`config.mk`:
```
export PLATFORM = sky130hd
export DESIGN_NAME = adpcm_player_flat
export DESIGN_NICKNAME = d
export VERILOG_FILES = /design/src/rtl/adpcm_player_if.sv /design/src/rtl/adpcm_player.sv /design/src/flat_wrapper.sv
export SDC_FILE = /design/constraint.sdc
export NUM_CORES = 1
export LEC_CHECK = 0
export ABC_CLOCK_PERIOD_IN_PS = 7740
export CAP_MARGIN = 0
export CORE_MARGIN = 2
export CORE_UTILIZATION = 56
export DETAILED_ROUTE_END_ITERATION = 8
export HOLD_SLACK_MARGIN = 0.08
export PLACE_DENSITY = 0.86
export SETUP_SLACK_MARGIN = 0.15
export SYNTH_ARGS = -nofsm -noshare
export SYNTH_HDL_FRONTEND = slang
export SYNTH_SLANG_ARGS = --single-unit
```
`constraint.sdc`:
```
create_clock -name clock -period 7.74 [get_ports clock]
set_clock_uncertainty 0.2 [all_clocks]
set_input_delay 2.322 -clock clock [delete_from_list [all_inputs] [get_ports clock]]
set_output_delay 2.322 -clock clock [all_outputs]
set_load 0.1 [all_outputs]
```
`src/rtl/adpcm_player_if.sv`:
```
// Sound-ROM read port between the ADPCM playback sequencer and the ROM.
interface adpcm_player_if #(
    parameter int unsigned ADDR_W = 16
);
    logic              rom_rd;
    logic [ADDR_W-1:0] rom_addr;
    logic [7:0]        rom_data;
    logic              rom_valid;

    // Sequencer side: issues reads, receives data.
    modport master (
        output rom_rd,
        output rom_addr,
        input  rom_data,
        input  rom_valid
    );

    // ROM side: accepts reads, returns data.
    modport slave (
        input  rom_rd,
        input  rom_addr,
        output rom_data,
        output rom_valid
    );
endinterface

```
`src/rtl/adpcm_player.sv`:
```
// Playback sequencer for a 4-bit Dialogic ADPCM decoder: fetches packed bytes
// from sound ROM and feeds one nibble per sample tick, high nibble first.
module adpcm_player #(
    parameter int unsigned CLK_DIV = 6250,
    parameter int unsigned ADDR_W  = 16
) (
    input  logic              clock,
    input  logic              reset,
    input  logic              start,
    input  logic              stop,
    input  logic [ADDR_W-1:0] start_addr,
    input  logic [ADDR_W-1:0] end_addr,
    output logic              busy,
    output logic              done,
    output logic              underrun,
    output logic              dec_reset,
    output logic              dec_ce,
    output logic [3:0]        dec_nibble,
    adpcm_player_if.master    rom
);
    localparam int unsigned CNT_W = $clog2(CLK_DIV);
    localparam logic [CNT_W-1:0] CNT_MAX = CNT_W'(CLK_DIV - 1);

    typedef enum logic [2:0] {
        StIdle, StDrst, StFetch, StWait, StHi, StLo, StDone
    } state_t;

    state_t            state_q, state_d;
    logic [ADDR_W-1:0] addr_q, addr_d;
    logic [ADDR_W-1:0] end_q, end_d;
    logic [7:0]        byte_q, byte_d;
    logic [CNT_W-1:0]  cnt_q, cnt_d;
    logic              pending_q, pending_d;
    logic              underrun_q, underrun_d;
    logic              busy_q, busy_d;
    logic              done_q, done_d;
    logic              rom_rd_q, rom_rd_d;
    logic [ADDR_W-1:0] rom_addr_q, rom_addr_d;
    logic              dec_reset_q, dec_reset_d;
    logic              dec_ce_q, dec_ce_d;
    logic [3:0]        dec_nibble_q, dec_nibble_d;

    logic running, tick, in_play, consume;

    // Tick generation and consumption qualifiers.
    always_comb begin
        running = (state_q != StIdle) && (state_q != StDrst);
        tick    = running && (cnt_q == CNT_MAX);
        in_play = (state_q == StHi) || (state_q == StLo);
        consume = in_play && (tick || pending_q) && !stop;
    end

    // Next-state logic for the sequencer, tick bookkeeping and registered outputs.
    always_comb begin
        state_d    = state_q;
        addr_d     = addr_q;
        end_d      = end_q;
        byte_d     = byte_q;
        cnt_d      = '0;
        pending_d  = pending_q;
        underrun_d = underrun_q;

        if (running) begin
            cnt_d = tick ? '0 : cnt_q + 1'b1;
        end

        // A tick that arrives while a previous one is still owed is lost.
        if (!stop) begin
            if (in_play) begin
                if (tick || pending_q) begin
                    pending_d = 1'b0;
                end
            end else if (tick) begin
                if (pending_q) begin
                    underrun_d = 1'b1;
                end else begin
                    pending_d = 1'b1;
                end
            end
        end

        unique case (state_q)
            StIdle: begin
                if (start && !stop) begin
                    addr_d     = start_addr;
                    end_d      = end_addr;
                    underrun_d = 1'b0;
                    state_d    = StDrst;
                end
            end
            StDrst: begin
                pending_d = 1'b0;
                state_d   = StFetch;
            end
            StFetch: state_d = StWait;
            StWait: begin
                if (rom.rom_valid) begin
                    byte_d  = rom.rom_data;
                    state_d = StHi;
                end
            end
            StHi: begin
                if (consume) begin
                    state_d = StLo;
                end
            end
            StLo: begin
                if (consume) begin
                    if (addr_q == end_q) begin
                        state_d = StDone;
                    end else begin
                        addr_d  = addr_q + 1'b1;
                        state_d = StFetch;
                    end
                end
            end
            StDone:  state_d = StIdle;
            default: state_d = StIdle;
        endcase

        if (stop && (state_q != StIdle)) begin
            state_d = StIdle;
        end

        // Outputs are registered, so they are derived from the upcoming state.
        dec_reset_d  = (state_d == StDrst);
        rom_rd_d     = (state_d == StFetch);
        rom_addr_d   = rom_rd_d ? addr_d : rom_addr_q;
        dec_ce_d     = consume;
        dec_nibble_d = dec_nibble_q;
        if (consume) begin
            dec_nibble_d = (state_q == StHi) ? byte_q[7:4] : byte_q[3:0];
        end
        done_d = (state_q == StDone) && !stop;
        // busy stays up through the done pulse and falls the cycle after.
        busy_d = (state_d != StIdle) || done_d;
    end

    // State and output registers with synchronous reset.
    always_ff @(posedge clock) begin
        if (reset) begin
            state_q      <= StIdle;
            addr_q       <= '0;
            end_q        <= '0;
            byte_q       <= '0;
            cnt_q        <= '0;
            pending_q    <= 1'b0;
            underrun_q   <= 1'b0;
            busy_q       <= 1'b0;
            done_q       <= 1'b0;
            rom_rd_q     <= 1'b0;
            rom_addr_q   <= '0;
            dec_reset_q  <= 1'b0;
            dec_ce_q     <= 1'b0;
            dec_nibble_q <= '0;
        end else begin
            state_q      <= state_d;
            addr_q       <= addr_d;
            end_q        <= end_d;
            byte_q       <= byte_d;
            cnt_q        <= cnt_d;
            pending_q    <= pending_d;
            underrun_q   <= underrun_d;
            busy_q       <= busy_d;
            done_q       <= done_d;
            rom_rd_q     <= rom_rd_d;
            rom_addr_q   <= rom_addr_d;
            dec_reset_q  <= dec_reset_d;
            dec_ce_q     <= dec_ce_d;
            dec_nibble_q <= dec_nibble_d;
        end
    end

    assign busy         = busy_q;
    assign done         = done_q;
    assign underrun     = underrun_q;
    assign dec_reset    = dec_reset_q;
    assign dec_ce       = dec_ce_q;
    assign dec_nibble   = dec_nibble_q;
    assign rom.rom_rd   = rom_rd_q;
    assign rom.rom_addr = rom_addr_q;
endmodule
```
`src/flat_wrapper.sv`:
```
// flat-port wrapper written by rule: the top's interface ports become plain ports
module adpcm_player_flat 
#(
    parameter int unsigned CLK_DIV = 6250,
    parameter int unsigned ADDR_W  = 16
)
  (clock, reset, start, stop, start_addr, end_addr, busy, done, underrun, dec_reset, dec_ce, dec_nibble, rom_rom_rd, rom_rom_addr, rom_rom_data, rom_rom_valid);
  adpcm_player_if #(.ADDR_W(ADDR_W)) rom_i ();
  input  logic clock;
  input  logic reset;
  input  logic start;
  input  logic stop;
  input  logic [ADDR_W-1:0] start_addr;
  input  logic [ADDR_W-1:0] end_addr;
  output logic busy;
  output logic done;
  output logic underrun;
  output logic dec_reset;
  output logic dec_ce;
  output logic [3:0] dec_nibble;
  output wire logic [$bits(rom_i.rom_rd)-1:0] rom_rom_rd;
  output wire logic [$bits(rom_i.rom_addr)-1:0] rom_rom_addr;
  input wire logic [$bits(rom_i.rom_data)-1:0] rom_rom_data;
  input wire logic [$bits(rom_i.rom_valid)-1:0] rom_rom_valid;
  assign rom_rom_rd = rom_i.rom_rd;
  assign rom_rom_addr = rom_i.rom_addr;
  assign rom_i.rom_data = rom_rom_data;
  assign rom_i.rom_valid = rom_rom_valid;
  adpcm_player #(.CLK_DIV(CLK_DIV), .ADDR_W(ADDR_W)) u_core (.clock(clock), .reset(reset), .start(start), .stop(stop), .start_addr(start_addr), .end_addr(end_addr), .busy(busy), .done(done), .underrun(underrun), .dec_reset(dec_reset), .dec_ce(dec_ce), .dec_nibble(dec_nibble), .rom(rom_i));
endmodule
```
==> impl_metrics.yaml <==
critical_path:
  critPathRequiredTime_ns: 7.78
  critPathKind: "input port to register"
  crit_path_max_fanout: 16
  timing.critical_path.max_delay_family: "simple AND/OR/NAND/NOR gates"
  r2r-start: "u_core.state_q[2]"
  setup.worst_path.start: "stop"
  slowest_delay_ns: 0.68
  crit_slowest_cell: "o21ai_1"
  count_of_buffering_cells_on_the_critical_path_with_inverters_included: 1
  timing.critical_path.from_type: "input port"
  timing.reg2reg.setup_slack_ns: 4.01
  crit_chain: "clkdlybuf4s50_1, or3_1, o21ai_1, and2_1, mux2_1"
  critPathArrivalTime_ns: 5.30
  end_kind: "register"
synth:
  yosysWarnings: 0
  ys_async_sr_fraction_pct: 0
  synth_seq_cells: 83
  synthCells: 485
  post_synth_num_cell_types: 59
  seq_area_frac_synth_pct: 42.28
  top_area_cells_in_the_synthesized_netlist: "dfxtp_1 (42%), nand2_1 (7.4%), a21oi_1 (5.7%), nor2_1 (5.0%), xnor2_1 (4.2%)"
  synthesis.area_per_instance_um2: 8.103
  netlist_area_um2: 3930
  syn_nets: 533
  synth_enable_flop_cells: 0
  postSynth.topFlopCell: "dfxtp_1"
  synth_top_area_share_pct: 42.28
  synthDominantAreaCellType: "dfxtp_1"
final_layout:
  finalNetCount: 583
  fraction_of_final_layout_cells_sized_beyond_drive_strength_1_pct: 5.751
  final_cell_area_um2: 4830
  postLayoutCoreUtil_pct: 71.09
  final_cell_count_no_fill: 635
  antenna_cells: 0
  areaGrowthSynthToFinish_pct: 22.89
  final.fill_count: 570
route:
  via_per_inst: 6.014
  drt_pass1_iterations: 5
  routed-via-count: 3819
  route.detailed.drc: 0
  detail_route.wirelength_um: 9979
  route.detailed.wl_per_inst_um: 15.71
  drt_first_iter_violations: 276
  drtAntennaViolNets: 0
timing:
  slew_at_the_pin_closest_to_its_max_slew_limit_ns: 1.142
  layout_worst_path_cycle_share_pct: 67.97
  grt_setup_unrepaired: "false"
  finalHoldViolCount: 0
  setup_violations: 0
  tns_ns: 0
  max_slew_margin_pct: 23.68
  finalCriticalPeriod_ns: 5.261
  maxClockFrequency_ghz: 0.1901
  finalMaxSlewViolations: 0
global_routing:
  antenna_violations_before_repair: 0
  grt-ovfl-total: 0
  grt_start_max_net_pins: 60
  grt_pass1_wl_um: 16080
  grt_resource_usage_total_pct: 26.57
  first_global_vias: 3411
power:
  cellLeakagePower_nw: 1.587
  total_power_per_unit_cell_area_nw_per_um2: 194.7
  total_power_w: 0.0009405
  ir_worst_vdd_v: 0.0001157
clock_network:
  postCtsResizedCells: 0
  post_cts_setup_buffers: 0
  htreeDepth: 3
  cts_hold_buffers: 0
  clk_path_buf_depth: 2
  cts_root_buf: "clkbuf_8"
  clock_latency_reported_for_the_late_side_of_the_worst_skew_pair_ns: 0.35
  tritoncts_clock_tree: "built"
  worst_path_clk_slew_ns: 0.08
  tritoncts.num_buffers: 9
  clock_sinks: 83
die:
  pin_count: 71
  fp.dieW_um: 87.77
  placeableCoreArea_um2: 6794
  floorplan.die_area_um2: 7704
  row_count: 30
  die_h_um: 87.77
  floorplan.initialDensity_pct: 57.85
placement:
  placement.io_buffers: 70
  placed_area_um2: 4637
  place.gp.congestion: 0.9617
  place_inst: 620
  post-dp-hpwl_um: 6936
worst_hold_path:
  worstHoldStart: "u_core.byte_q[1]"
  timing.hold.worst.class: "register to register"
status:
  run_status: "finished, final reports clean"
job:
  number_of_max_capacitance_violations_reported: 0
## per-stage QoR
stage	hold slack, ns	worst slack, ns
2_1_floorplan	0.2366	3.630
3_3_place_gp	0.2458	2.355
3_5_place_dp	0.2492	2.208
4_1_cts	0.2611	2.555
5_1_grt	0.2850	2.347
6_report	0.2580	2.479
## Yosys cell counts, types with 3 or more instances
cell	number
nor3_1	14
o21ai_0	4
nand3_1	23
and2_1	5
buf_2	7
and4_1	3
a211oi_1	9
nand4_1	12
a311o_1	3
or3_1	5
xor2_1	8
dfxtp_1	83
ha_1	3
a21oi_1	45
nand2_1	78
xnor2_1	19
o22ai_1	5
nor4_1	5
and3_1	9
buf_1	4
clkbuf_1	23
nand2b_1	3
o32ai_1	4
a31oi_1	3
a311oi_1	9
inv_1	6
nor2_1	52
## worst min-delay path: stages (launching register included)
cell and delay (ns):
dfxtp_1 0.31, nand2_1 0.05, a21oi_1 0.05
## cell type report
cell class	instances	area (um2)	share of cell area, %
multi-input cells	362	2115	43.78
flip-flops and latches	83	1662	34.40
repair buffers	73	718.2	14.87
clock inverters	4	51.30	1.062
inverters	6	22.52	0.4663
clock buffers	11	141.4	2.927
well taps	96	120.1	2.487
## cell usage in the layout, fill, tap and decap left out, types with 2 or more instances in the layout
cell	synthesis	layout
dfxtp_1	83	83
nand2_1	78	78
clkdlybuf4s50_1	0	69
nor2_1	52	52
a21oi_1	45	45
nand3_1	23	23
xnor2_1	19	19
nor3_1	14	13
nand4_1	12	12
clkbuf_8	0	10
and3_1	9	9
a311oi_1	9	9
a211oi_1	9	9
xor2_1	8	8
inv_1	6	6
or3_1	5	5
and2_1	5	5
nor4_1	5	5
o22ai_1	5	5
o21ai_0	4	4
o32ai_1	4	4
nand2b_1	3	3
a31oi_1	3	3
a311o_1	3	3
and4_1	3	3
ha_1	3	3
buf_4	0	3
or2_2	2	2
and4b_1	2	2
nor3_2	1	2
or4_1	2	2
o41ai_1	2	2
nor3b_1	2	2
a22oi_1	2	2
a41o_1	2	2
o211ai_1	2	2
a22o_1	2	2
## cell families (layout without fill, tap and decap cells)
group	Yosys count	after routing	share of synthesized area (%)
flip-flops	83	83	42.28
adder cells (fa/ha/maj)	3	3	0.9552
AO/OA/AOI/OAI	102	102	17.45
buffers and inverters	40	94	4.043
XOR/XNOR	27	27	6.017
AND/OR/NAND/NOR	227	227	28.43
multiplexers	3	3	0.8277
## path summary, 6_finish.rpt
| check | cells past startpoint | end |
|---|---|---|
| worst max-delay path | 5 | u_core.rom.rom_addr[4] |
| worst min-delay path | 2 | u_core.byte_q[1] |
| worst max register to register | 6 | u_core.rom.rom_addr[4] |
| worst min register to register | 2 | u_core.byte_q[1] |
## where the power goes
part	internal (W)	switching (W)	leakage (nW)
logic	0.0000613	0.000104	0.818
registers	0.000445	0.0000231	0.674
clock network	0.000156	0.000151	0.0954
total	0.000662	0.000278	1.59
## registers in the layout (all words and copies together), names as in the netlist, 3 cells and up
name / count
u_core.state_q: 3
u_core.byte_q: 8
u_core.dec_nibble: 4
u_core.end_q: 16
u_core.rom.rom_addr: 16
u_core.addr_q: 16
u_core.cnt_q: 13
## metal layers
| layer | GRT usage [%] | part of all wire [%] |
|---|---|---|
| met4 | 10.35 | 2.1 |
| met2 | 41.05 | 45 |
| met1 | 37.64 | 45 |
| met3 | 3.770 | 6.9 |
| met5 | 0 | 0 |
(Power assumes the default switching activity.)
